--- src/rtl/trap_pkg.sv ---
// Shared types and constants for the interrupt trap sequencer.
//   trap_state_t  : sequencer FSM states
//   MRET_ENC      : instruction encoding of MRET
//   MTVEC_DEFAULT : default fixed trap vector
//   CNT_W         : width of the drain counter
package trap_pkg;

  typedef enum logic [2:0] {
    IDLE,
    DRAIN,
    VECTOR,
    HANDLER,
    RETURN
  } trap_state_t;

  localparam logic [31:0] MRET_ENC      = 32'h3020_0073;
  localparam logic [63:0] MTVEC_DEFAULT = 64'h0000_0000_0000_0100;
  localparam int unsigned CNT_W         = 4;

endpackage

--- src/rtl/irq_sync.sv ---
// Multi-flop synchronizer for the asynchronous interrupt request.
// Ports:
//   clk     : system clock
//   rst     : synchronous active-high reset, clears every stage
//   irq_req : asynchronous level request
//   irq_s   : synchronized request, SYNC_STAGES cycles behind irq_req
module irq_sync #(
  parameter int unsigned SYNC_STAGES = 2
) (
  input  logic clk,
  input  logic rst,
  input  logic irq_req,
  output logic irq_s
);

  logic [SYNC_STAGES-1:0] sync_q;

  always_ff @(posedge clk) begin
    if (rst) begin
      sync_q <= '0;
    end else begin
      sync_q <= {sync_q[SYNC_STAGES-2:0], irq_req};
    end
  end

  assign irq_s = sync_q[SYNC_STAGES-1];

endmodule

--- src/rtl/irq_trap_sequencer.sv ---
// Machine-mode interrupt entry/return sequencer.
// Ports:
//   clk, rst            : clock and synchronous active-high reset
//   irq_req, irq_en     : async level request and global enable
//   fetch_pc            : PC fetch would issue next (resume point on entry)
//   ex_redirect_valid/pc: taken branch/jump resolved in EX
//   mret_retire         : MRET retires this cycle
//   stall_fetch, flush  : hold PC/IF, kill IF/ID
//   trap                : decoder irq input, suppresses branch PC selection
//   pc_redirect_valid/pc_redirect : PC load request and target
//   irq_ack             : one-cycle entry pulse
//   in_handler          : vector cycle through the return cycle
//   mepc                : saved resume PC
module irq_trap_sequencer
  import trap_pkg::*;
#(
  parameter int unsigned     XLEN         = 64,
  parameter logic [XLEN-1:0] MTVEC        = XLEN'(MTVEC_DEFAULT),
  parameter int unsigned     DRAIN_CYCLES = 3,
  parameter int unsigned     SYNC_STAGES  = 2
) (
  input  logic            clk,
  input  logic            rst,
  input  logic            irq_req,
  input  logic            irq_en,
  input  logic [XLEN-1:0] fetch_pc,
  input  logic            ex_redirect_valid,
  input  logic [XLEN-1:0] ex_redirect_pc,
  input  logic            mret_retire,
  output logic            stall_fetch,
  output logic            trap,
  output logic            pc_redirect_valid,
  output logic [XLEN-1:0] pc_redirect,
  output logic            flush,
  output logic            irq_ack,
  output logic            in_handler,
  output logic [XLEN-1:0] mepc
);

  trap_state_t      state_q, state_d;
  logic [CNT_W-1:0] cnt_q, cnt_d;
  logic [XLEN-1:0]  mepc_q, mepc_d;
  logic             irq_s;

  irq_sync #(
    .SYNC_STAGES(SYNC_STAGES)
  ) u_irq_sync (
    .clk    (clk),
    .rst    (rst),
    .irq_req(irq_req),
    .irq_s  (irq_s)
  );

  always_comb begin
    state_d           = state_q;
    cnt_d             = cnt_q;
    mepc_d            = mepc_q;
    stall_fetch       = 1'b0;
    trap              = 1'b0;
    pc_redirect_valid = 1'b0;
    pc_redirect       = '0;
    flush             = 1'b0;
    irq_ack           = 1'b0;
    in_handler        = 1'b0;

    case (state_q)
      IDLE: begin
        if (irq_s && irq_en) begin
          mepc_d  = fetch_pc;
          cnt_d   = CNT_W'(DRAIN_CYCLES - 1);
          state_d = DRAIN;
        end
      end
      DRAIN: begin
        stall_fetch = 1'b1;
        // Older instructions still complete; a taken branch among them moves the resume point.
        if (ex_redirect_valid) begin
          mepc_d = ex_redirect_pc;
        end
        if (cnt_q == '0) begin
          state_d = VECTOR;
        end else begin
          cnt_d = cnt_q - CNT_W'(1);
        end
      end
      VECTOR: begin
        stall_fetch       = 1'b1;
        trap              = 1'b1;
        flush             = 1'b1;
        pc_redirect_valid = 1'b1;
        pc_redirect       = MTVEC;
        irq_ack           = 1'b1;
        in_handler        = 1'b1;
        state_d           = HANDLER;
      end
      HANDLER: begin
        in_handler = 1'b1;
        if (mret_retire) begin
          state_d = RETURN;
        end
      end
      RETURN: begin
        trap              = 1'b1;
        flush             = 1'b1;
        pc_redirect_valid = 1'b1;
        pc_redirect       = mepc_q;
        in_handler        = 1'b1;
        state_d           = IDLE;
      end
      default: state_d = IDLE;
    endcase
  end

  always_ff @(posedge clk) begin
    if (rst) begin
      state_q <= IDLE;
      cnt_q   <= '0;
      mepc_q  <= '0;
    end else begin
      state_q <= state_d;
      cnt_q   <= cnt_d;
      mepc_q  <= mepc_d;
    end
  end

  assign mepc = mepc_q;

endmodule

--- config.mk ---
export PLATFORM = sky130hd
export DESIGN_NAME = irq_trap_sequencer
export DESIGN_NICKNAME = d
export VERILOG_FILES = /design/src/rtl/trap_pkg.sv /design/src/rtl/irq_sync.sv /design/src/rtl/irq_trap_sequencer.sv
export SDC_FILE = /design/constraint.sdc
export NUM_CORES = 1
export LEC_CHECK = 0
export ABC_AREA = 1
export CORE_MARGIN = 10
export CORE_UTILIZATION = 40
export CTS_CLUSTER_SIZE = 16
export DETAILED_ROUTE_END_ITERATION = 10
export PLACE_DENSITY = 0.87
export SLEW_MARGIN = 10
export SYNTH_ARGS = -nofsm -noshare
export SYNTH_HDL_FRONTEND = slang
export SYNTH_HIERARCHICAL = 1
export SYNTH_SLANG_ARGS = --single-unit
--- constraint.sdc ---
create_clock -name clk -period 2.8 [get_ports clk]
set_input_delay 0.84 -clock clk [delete_from_list [all_inputs] [get_ports clk]]
set_output_delay 0.84 -clock clk [all_outputs]
set_load 0.005 [all_outputs]
==> metrics.yaml <==
status:
  status: "finished clean"
final_layout:
  layout-drive-gt1-share_pct: 3.550
  syn2layout_area_growth_pct: 71.91
  antenna_cells: 0
  nFillCells: 915
  fin_util_pct: 70.14
  layout.nets: 1146
setup_path:
  cp-start-kind: "flip-flop"
  crit_required_ns: 1.96
  path_buf_inv: 3
  crit_start: "state_q[0]"
  criticalPathCategory: "flip-flop to primary output"
  crit_arrival_ns: 1.87
  slowest_stage: "clkdlybuf4s50_1"
  critPathMaxFanout: 29
  cp_cell_sequence: "inv_1 -> nand3_4 -> buf_8 -> o21ai_0 -> clkdlybuf4s50_1"
  slowest_delay_ns: 0.52
  reg2reg_from: "state_q[2]"
  r2r-end: "cnt_q[2]"
  end_kind: "primary output"
  ff2ff_path_depth: 8
  cpLargestDelayFamily: "buffers and inverters"
  r2r_slack_ns: 0.74
detailed_routing:
  drc_errors: 0
  vias: 5043
  viasPerCell: 4.385
  dr.pass1.iters: 4
  avgRoutedWirePerCell_um: 14.05
  ant_nets: 0
  first_iter_violations: 326
  finalWirelength_um: 16160
clocking:
  h-tree-depth: 3
  clock-root-buffer: "clkbuf_8"
  clk_path_buf_depth: 2
  cts_setup_buffers: 0
  tritoncts: "yes"
  postCtsHoldBufs: 0
  cts_sinks: 73
  clk_pin_slew_ns: 0.08
  clk_latency_ns: 0.33
  cts_resized: 0
  cts_buffers: 9
sta:
  hold_ws_ns: 0.4098
  hold_viol: 0
  clock_skew_ns: 0.008704
  tns_ns: 0
  fin_crit_sh_pct: 96.63
  slew_violations: 0
  fmax_mhz: 369.6
  setup_violations: 0
  maxSlewHeadroom_pct: 73.74
  period_needed_ns: 2.706
  tightest_slew_ns: 0.3939
worst_hold_path:
  hold_class: "flip-flop to flip-flop"
  min_to: "u_irq_sync/sync_q[1]"
  hold_depth: 2
  worstHoldStart: "u_irq_sync/sync_q[0]"
logic_synthesis:
  ys_seq_elements: 73
  syn_area_um2: 4174
  ys_seq_area_share_pct: 35.01
  synth_nets: 899
  ys_types: 20
  synthCells: 763
  yosysWarnings: 6
  synth.avg_cell_area_um2: 5.471
power:
  power_mw: 5.066
  internal_power_mw: 3.075
  p_clk_share_pct: 16.3
  ir_drop_mv: 0.4322
  leakage_nw: 3.492
  power_frac_comb_pct: 53.0
  power_density_nw_per_um2: 706.1
  p_seq_share_pct: 30.6
  p_sw_mw: 1.992
  swShare_pct: 39.31
grt:
  grt_max_degree: 67
  antenna_found_initial: 0
  grt_pass1_wl_um: 24660
  grt_pass1_vias: 4762
  grt_overflow: 0
  grt_usage_pct: 20.53
floorplan:
  rows: 37
  start_util_pct: 40.80
  die_area_um2: 14920
  die_w_um: 122.2
  die_y_um: 122.2
  core_area_um2: 10230
  io_pins: 268
flow_run:
  max_cap_viol_count: 0
placed_design:
  hpwl_um: 12830
  place.gp.congestion: 0.8644
  portBuffers: 267
## worst max-delay path by stage
stage | to | slack [ns] | depth (start not counted)
finish | pc_redirect[8] | 0.09 | 5
global route | pc_redirect[31] | -0.002 | 5
CTS | pc_redirect[8] | 0.02 | 5
detailed placement | pc_redirect[8] | 0.40 | 5
global placement | pc_redirect[8] | 0.42 | 5
floorplan | pc_redirect_valid | 0.80 | 6
## synthesized netlist by cell type
| cell type | n | area share (%) |
|---|---|---|
| nor2_1 | 207 | 19 |
| buf_4 | 8 | 1.4 |
| o21ai_0 | 3 | 0.36 |
| o211ai_2 | 1 | 0.30 |
| nand3_2 | 1 | 0.24 |
| nor4_1 | 1 | 0.15 |
| xnor2_1 | 1 | 0.21 |
| buf_2 | 22 | 2.6 |
| buf_1 | 3 | 0.27 |
| dfxtp_1 | 73 | 35 |
| inv_2 | 1 | 0.090 |
| nand2_2 | 1 | 0.15 |
| a21oi_1 | 3 | 0.36 |
| nand2_1 | 342 | 31 |
| nor2_2 | 2 | 0.30 |
| clkbuf_1 | 10 | 0.90 |
| buf_6 | 1 | 0.27 |
| inv_1 | 79 | 7.1 |
| ha_1 | 2 | 0.60 |
| nand3_1 | 2 | 0.24 |
## registers in the layout (all words and copies together) (netlist names)
| name | cells |
|---|---|
| u_irq_sync/sync_q | 2 |
| state_q | 3 |
| mepc | 64 |
| cnt_q | 4 |
## cells in the final DEF, fill, tap and decap left out, drive strengths merged
master           n
a21oi            3
nor4             1
clkbuf          11
inv             80
o21ai            3
ha               2
dlymetal6s2s     1
clkinv           1
bufinv           1
xnor2            1
nand2          343
nor2           209
nand3            3
o211ai           1
clkdlybuf4s50  266
dfxtp           73
clkinvlp         2
buf             13
## per-stage QoR
stage | cell area [µm²] | cells | setup WS (ns)
2_1_floorplan | 4174 | 763 | 0.8004
3_3_place_gp | 6960 | 1135 | 0.4152
3_5_place_dp | 6960 | 1135 | 0.3959
4_1_cts | 7156 | 1150 | 0.01840
5_1_grt | 7176 | 1150 | -0.002491
6_report | 7176 | 1150 | 0.09446
## power by group through the flow
stage	Combinational (mW)	Sequential, mW	Clock (mW)
after global placement	2.66	1.56	0
final	2.69	1.55	0.828
after detailed placement	2.70	1.57	0
after floorplan	1.40	1.60	0
after global routing	3.03	1.60	0.898
after CTS	2.72	1.55	0.850
## tightest hold or removal path: stages (launching register included)
cell	delay, ns
dfxtp_1	0.30
inv_1	0.04
nor2_1	0.03
## cell type report
| class | count | area, µm² | share of cell area (%) |
|---|---|---|---|
| multi-input cells | 566 | 2206 | 30.74 |
| clock buffers | 11 | 141.4 | 1.970 |
| repair buffers | 280 | 2843 | 39.62 |
| clock inverters | 4 | 53.80 | 0.7498 |
| well taps | 136 | 170.2 | 2.371 |
| inverters | 80 | 300.3 | 4.185 |
| flip-flops and latches | 73 | 1461 | 20.37 |
## metal layers
metal,global-route usage [%],routed length (µm),up-vias
met2,36.41,8219,170
met1,22.76,6088,2165
met5,0,0,-
met4,6.922,351,0
met3,6.383,1499,25
li1,-,-,2683
## kinds of logic (layout without fill, tap and decap cells)
| kind of cell | Yosys count | count (layout) | share of synthesized area, % |
|---|---|---|---|
| AOI/OAI and AO/OA | 7 | 7 | 1.019 |
| DFF | 73 | 73 | 35.01 |
| adders and majority gates | 2 | 2 | 0.5994 |
| xor gates and xnor gates | 1 | 1 | 0.2099 |
| buffers and inverters | 124 | 375 | 12.71 |
| and+or+nand+nor | 556 | 556 | 50.45 |
(Power assumes the default switching activity.)
==> RTL edit 1 (same flow settings) <==
`SYNC_STAGES` is set to 2 in 2 places; all go to 4.
--- a/src/rtl/irq_sync.sv
+++ b/src/rtl/irq_sync.sv
@@ -5,7 +5,7 @@
 //   irq_req : asynchronous level request
 //   irq_s   : synchronized request, SYNC_STAGES cycles behind irq_req
 module irq_sync #(
-  parameter int unsigned SYNC_STAGES = 2
+  parameter int unsigned SYNC_STAGES = 4
 ) (
   input  logic clk,
   input  logic rst,
--- a/src/rtl/irq_trap_sequencer.sv
+++ b/src/rtl/irq_trap_sequencer.sv
@@ -17,7 +17,7 @@
   parameter int unsigned     XLEN         = 64,
   parameter logic [XLEN-1:0] MTVEC        = XLEN'(MTVEC_DEFAULT),
   parameter int unsigned     DRAIN_CYCLES = 3,
-  parameter int unsigned     SYNC_STAGES  = 2
+  parameter int unsigned     SYNC_STAGES  = 4
 ) (
   input  logic            clk,
   input  logic            rst,
Function: changed (Yosys sat finds a counterexample within 4 cycles, from zero or initial values and one cycle with rst high).
==> RTL edit 1 against the original RTL <==
Sequential cell count grew 2; utilization fell by 0.52 points; cell area rose by 0.16%; routed wire length grew 0.92%; count of clock-buffer cells in the layout decreased by 2; setup slack better by 0.026 ns; total power down 12%; highest routed layer unchanged; synthesized area rose by 1.3%.
==> RTL edit 1: results (changes against the original RTL) <==
postCtsSetupRepairBufs: 0  # unchanged
drt_iter0_markers: 298  # -8.6%
routedWlPerCell_um: 14.2  # +0.75%
first_pass_iters: 4  # unchanged
port_buffers: 267  # unchanged
grt_use_met1_pct: 21.4  # -1.4 points
path_max_fanout: 34  # +17%
placed_cells: 1136  # +0.088%
gp_congestion: 0.895  # +3.5%
outcome: "completed"
synth_compound_area_share_pct: 1.01  # -0.013 points
grtUsageTotal_pct: 20.4  # -0.098 points
place_area_um2: 6980  # +0.25%
route.met2.wl_um: 8270  # +0.56%
max_slew.worst_pin.slew_ns: 0.734  # +0.340 ns
ys_top_cells_by_count: "nand2_1, nor2_1, inv_1"
synth_mux_area_share_pct: 0  # unchanged
htreeDepth: 3  # unchanged
viasPerCell: 4.40  # +0.34%
leakage_nw: 3.49  # about the same
rrSetupSlack_ns: 0.64  # -0.10 ns
worst_skew_pair.late_latency_ns: 0.34
endpoint: "flush"
syn_avg_cell_area_um2: 5.50  # +0.53%
vias: 5069  # +0.52%
grt_pass1_vias: 4768  # +0.13%
synthXorXnorAreaFrac_pct: 0.207  # -0.0027 points
cts_buffers: 9  # unchanged
max_freq_mhz: 373  # +0.98%
wl_met1_um: 6060  # -0.44%
pre_cts_slack_ns: 0.448  # +0.0524 ns
holdWs_ns: 0.411  # +0.00108 ns
largest_register_ffs: 64  # unchanged
fin_skew_ns: 0.0114  # +0.00265 ns
dr_wl_met3_um: 1650  # +10%
cts_root_buffer: "clkbuf_8"
clockBufferDepth: 2  # unchanged
antenna_found_initial: 0  # unchanged
synth-seq-area-share_pct: 35.5  # +0.49 points
synthAdderAreaFrac_pct: 0.592  # -0.0078 points
grt_max_degree: 76  # +13%
arrival_ns: 1.84  # -0.03 ns
layout-drive-gt1-share_pct: 3.25  # -0.30 points
met2_usage_pct: 37.4  # +1.0 points
ir_drop_uv: 380  # -12%
grt_pass1_wl_um: 24600  # about the same
cp-startpoint: "state_q[0]"
r2r_start: "state_q[2]"
synthTopCellsByArea: "dfxtp_1, nand2_1, nor2_1, inv_1, buf_2"
holdPathStages: 2  # unchanged
ff2ff_path_depth: 11  # +3
worstReg2RegEnd: "state_q[1]"
hold_class: "reg -> reg"
num_antenna_cells: 0  # unchanged
syn-num-nets: 905  # +0.67%
postSynth.asyncResetShare_pct: 0  # unchanged
clk_pin_slew_ns: 0.09
dp_hpwl_um: 12400  # -3.1%
use_met3_pct: 7.94  # +1.6 points
p_switching_mw: 1.67  # -16%
-- RTL edit 1: kinds of logic (layout without fill, tap and decap cells) --
group / Yosys count / after routing
AOI/OAI and AO/OA: 7 / 7
xor gates and xnor gates: 1 / 1
adders and majority gates: 2 / 2
and+or+nand+nor: 558 / 558
DFF: 75 / 75
buffers and inverters: 126 / 373
-- RTL edit 1: worst max-delay path, cell delays in order (launching register included) --
cell	delay [ns]
dfxtp_1	0.35
inv_1	0.13
nand3_2	0.13
buf_12	0.19
nand2_1	0.14
clkdlybuf4s50_1	0.53
-- RTL edit 1: cell type report --
type | instances | area [um^2]
multi-input combinational | 568 | 2210
clock inverter | 7 | 76.3
fill | 913 | 3140
sequential | 75 | 1500
tap | 136 | 170
timing repair buffer | 275 | 2800
inverter | 82 | 308
clock buffer | 9 | 124
-- RTL edit 1: power by group through the flow --
stage	combinational, mW	clock [mW]	sequential (mW)
2_1_floorplan	1.07	0	1.53
3_3_place_gp	2.12	0	1.49
3_5_place_dp	2.13	0	1.51
4_1_cts	2.15	0.872	1.48
5_1_grt	2.39	0.912	1.51
6_report	2.13	0.840	1.48
-- RTL edit 1: worst min path at each step --
stage,startpoint,end
3_5_place_dp,u_irq_sync/sync_q[2],u_irq_sync/sync_q[3]
5_1_grt,u_irq_sync/sync_q[2],u_irq_sync/sync_q[3]
3_3_place_gp,u_irq_sync/sync_q[0],u_irq_sync/sync_q[1]
4_1_cts,u_irq_sync/sync_q[2],u_irq_sync/sync_q[3]
6_report,u_irq_sync/sync_q[1],u_irq_sync/sync_q[2]
2_1_floorplan,u_irq_sync/sync_q[0],u_irq_sync/sync_q[1]
-- RTL edit 1: timing repair --
| action | in CTS | in global routing |
|---|---|---|
| setup endpoints to repair | 0 | 28 |
| gates resized for setup | 0 | 3 |
| endpoints found under the hold margin | 0 | 0 |
==> RTL edit 2 (config.mk and constraints unchanged) <==
Without the edit above. Reset style: asynchronous (`rst`), changed in 2 clocked blocks. Comments in the files are not updated.
--- a/src/rtl/irq_sync.sv
+++ b/src/rtl/irq_sync.sv
@@ -15,7 +15,7 @@
 
   logic [SYNC_STAGES-1:0] sync_q;
 
-  always_ff @(posedge clk) begin
+  always_ff @(posedge clk or posedge rst) begin
     if (rst) begin
       sync_q <= '0;
     end else begin
--- a/src/rtl/irq_trap_sequencer.sv
+++ b/src/rtl/irq_trap_sequencer.sv
@@ -111,7 +111,7 @@
     endcase
   end
 
-  always_ff @(posedge clk) begin
+  always_ff @(posedge clk or posedge rst) begin
     if (rst) begin
       state_q <= IDLE;
       cnt_q   <= '0;
Check against the original RTL: differs if rst is asserted again (counterexample within 4 cycles, from zero or initial values and one cycle with rst high); with rst held inactive, the same outputs for 10 cycles.
==> RTL edit 2 against the original RTL <==
Synthesized area increased by 1.6%; fmax decreased by 0.72%; critical path depth unchanged; total power grew 45%; routed wire length down 0.19%; sequential cell count is the same; cell area rose by 2.7%; setup slack got worse by 0.020 ns; utilization is 1.3 points higher; sequential share of layout area increased by 4.4 points; largest power group unchanged.
==> RTL edit 2: results (changes against the original RTL) <==
outcome: "completed"
worst_skew_pair.late_latency_ns: 0.34
synthTopCellsByArea: "dfrtp_1, nand2_1, inv_1, nor2_1, buf_2"
antenna_found_initial: 0  # unchanged
cts_buffers: 9  # unchanged
clockBufferDepth: 2  # unchanged
dp_hpwl_um: 12600  # -1.7%
ys_types: 21  # +5.0%
syn-num-nets: 824  # -8.3%
gp_congestion: 0.831  # -3.8%
fin_skew_ns: 0.00800  # -0.000701 ns
grt_pass1_vias: 4826  # +1.3%
synth_compound_area_share_pct: 0.443  # -0.58 points
largest_register_ffs: 64  # unchanged
ys_top_cells_by_count: "nand2_1, inv_1, nor2_1"
synthXorXnorAreaFrac_pct: 0.207  # -0.0033 points
drt_iter0_markers: 281  # -14%
clk_pin_slew_ns: 0.08  # about the same
synthAdderAreaFrac_pct: 0.590  # -0.0094 points
port_buffers: 267  # unchanged
postSynth.asyncResetShare_pct: 100  # +100 points
grt_pass1_wl_um: 24300  # -1.4%
layout-drive-gt1-share_pct: 4.64  # +1.1 points
cts_root_buffer: "clkbuf_8"
synth-seq-area-share_pct: 43.1  # +8.1 points
num_antenna_cells: 0  # unchanged
final_nets: 1081  # -5.7%
htreeDepth: 3  # unchanged
syn_avg_cell_area_um2: 6.16  # +13%
grt_max_degree: 69  # +3.0%
max_slew_margin_pct: 50.6  # -23 points
drc_errors: 0  # unchanged
ant_nets: 0  # unchanged
ir_drop_uv: 779  # +80%
synth_mux_area_share_pct: 0  # unchanged
path_max_fanout: 33  # +14%
arrival_ns: 1.89  # +0.02 ns
leakage_nw: 3.87  # +11%
viasPerCell: 4.53  # +3.4%
wl_um: 16100  # -0.19%
yosys_warnings: 6  # unchanged
hold_class: "reg -> reg"
first_pass_iters: 5  # +1
routedWlPerCell_um: 14.9  # +5.8%
grtUsageTotal_pct: 20.1  # -0.40 points
RTL edit 2: cells by family (layout without fill, tap and decap cells):
group	count (synthesis)	in the layout
flip-flops	73	73
XOR/XNOR	1	1
buffers and inverters	110	371
AND/OR/NAND/NOR	499	499
AO/OA/AOI/OAI	3	3
adder cells (fa/ha/maj)	2	2
RTL edit 2: through the flow:
step           util (%)  TNS, ns  worst slack [ns]  area [um^2]
2_1_floorplan         -        0             0.163         4240
3_3_place_gp       68.4        0             0.420         7060
3_5_place_dp       68.4        0             0.360         7060
4_1_cts            71.0        0            0.0148         7330
5_1_grt            71.4   -0.183           -0.0203         7370
6_report           71.4        0            0.0748         7370
RTL edit 2: timing repair:
| item | CTS | global route |
|---|---|---|
| endpoints found under the setup margin | 1 | 61 |
| resized for setup | 1 | 11 |
| setup buffers | 0 | 1 |
| pin swaps | 0 | 0 |
RTL edit 2: per-layer routing:
metal	wire length, um	track usage [%]	vias to the layer above
met2	7670	34.5	220
met3	2010	9.07	17
met5	0	0	-
met4	256	5.67	0
li1	-	-	2493
met1	6190	22.1	2190
RTL edit 2: area by class of cell:
class / instances / area (um^2)
fill: 864 / 2950
timing repair buffer: 280 / 2830
multi-input combinational: 505 / 1990
sequential: 73 / 1830
inverter: 76 / 285
tap: 136 / 170
clock buffer: 10 / 138
clock inverter: 5 / 128
RTL edit 2: worst max-delay path, cell delays in order, from the launching register on:
cell and delay [ns]:
dfrtp_2 0.47, nor2_2 0.13, nand2_2 0.09, buf_8 0.19
nor2_1 0.12, clkdlybuf4s50_1 0.52
RTL edit 2: where the power goes:
part	switching, mW	total [mW]	leakage [nW]	internal (mW)
clock network	0.382	1.08	0.129	0.702
logic	2.30	4.22	2.84	1.92
registers	0.465	2.05	0.906	1.58
total	3.14	7.35	3.87	4.21
RTL edit 2: path summary, 6_finish.rpt:
path                                      start  slack (ns)  cells past startpoint                    to
max in group asynchronous                   rst        1.44                      3              mepc[48]
min in group asynchronous                   rst        0.69                      2  u_irq_sync/sync_q[0]
min                        u_irq_sync/sync_q[0]        0.36                      0  u_irq_sync/sync_q[1]
max                                  state_q[0]        0.07                      5       pc_redirect[40]
max reg2reg                          state_q[1]        0.47                      8              mepc[28]
min reg2reg                u_irq_sync/sync_q[0]        0.36                      0  u_irq_sync/sync_q[1]
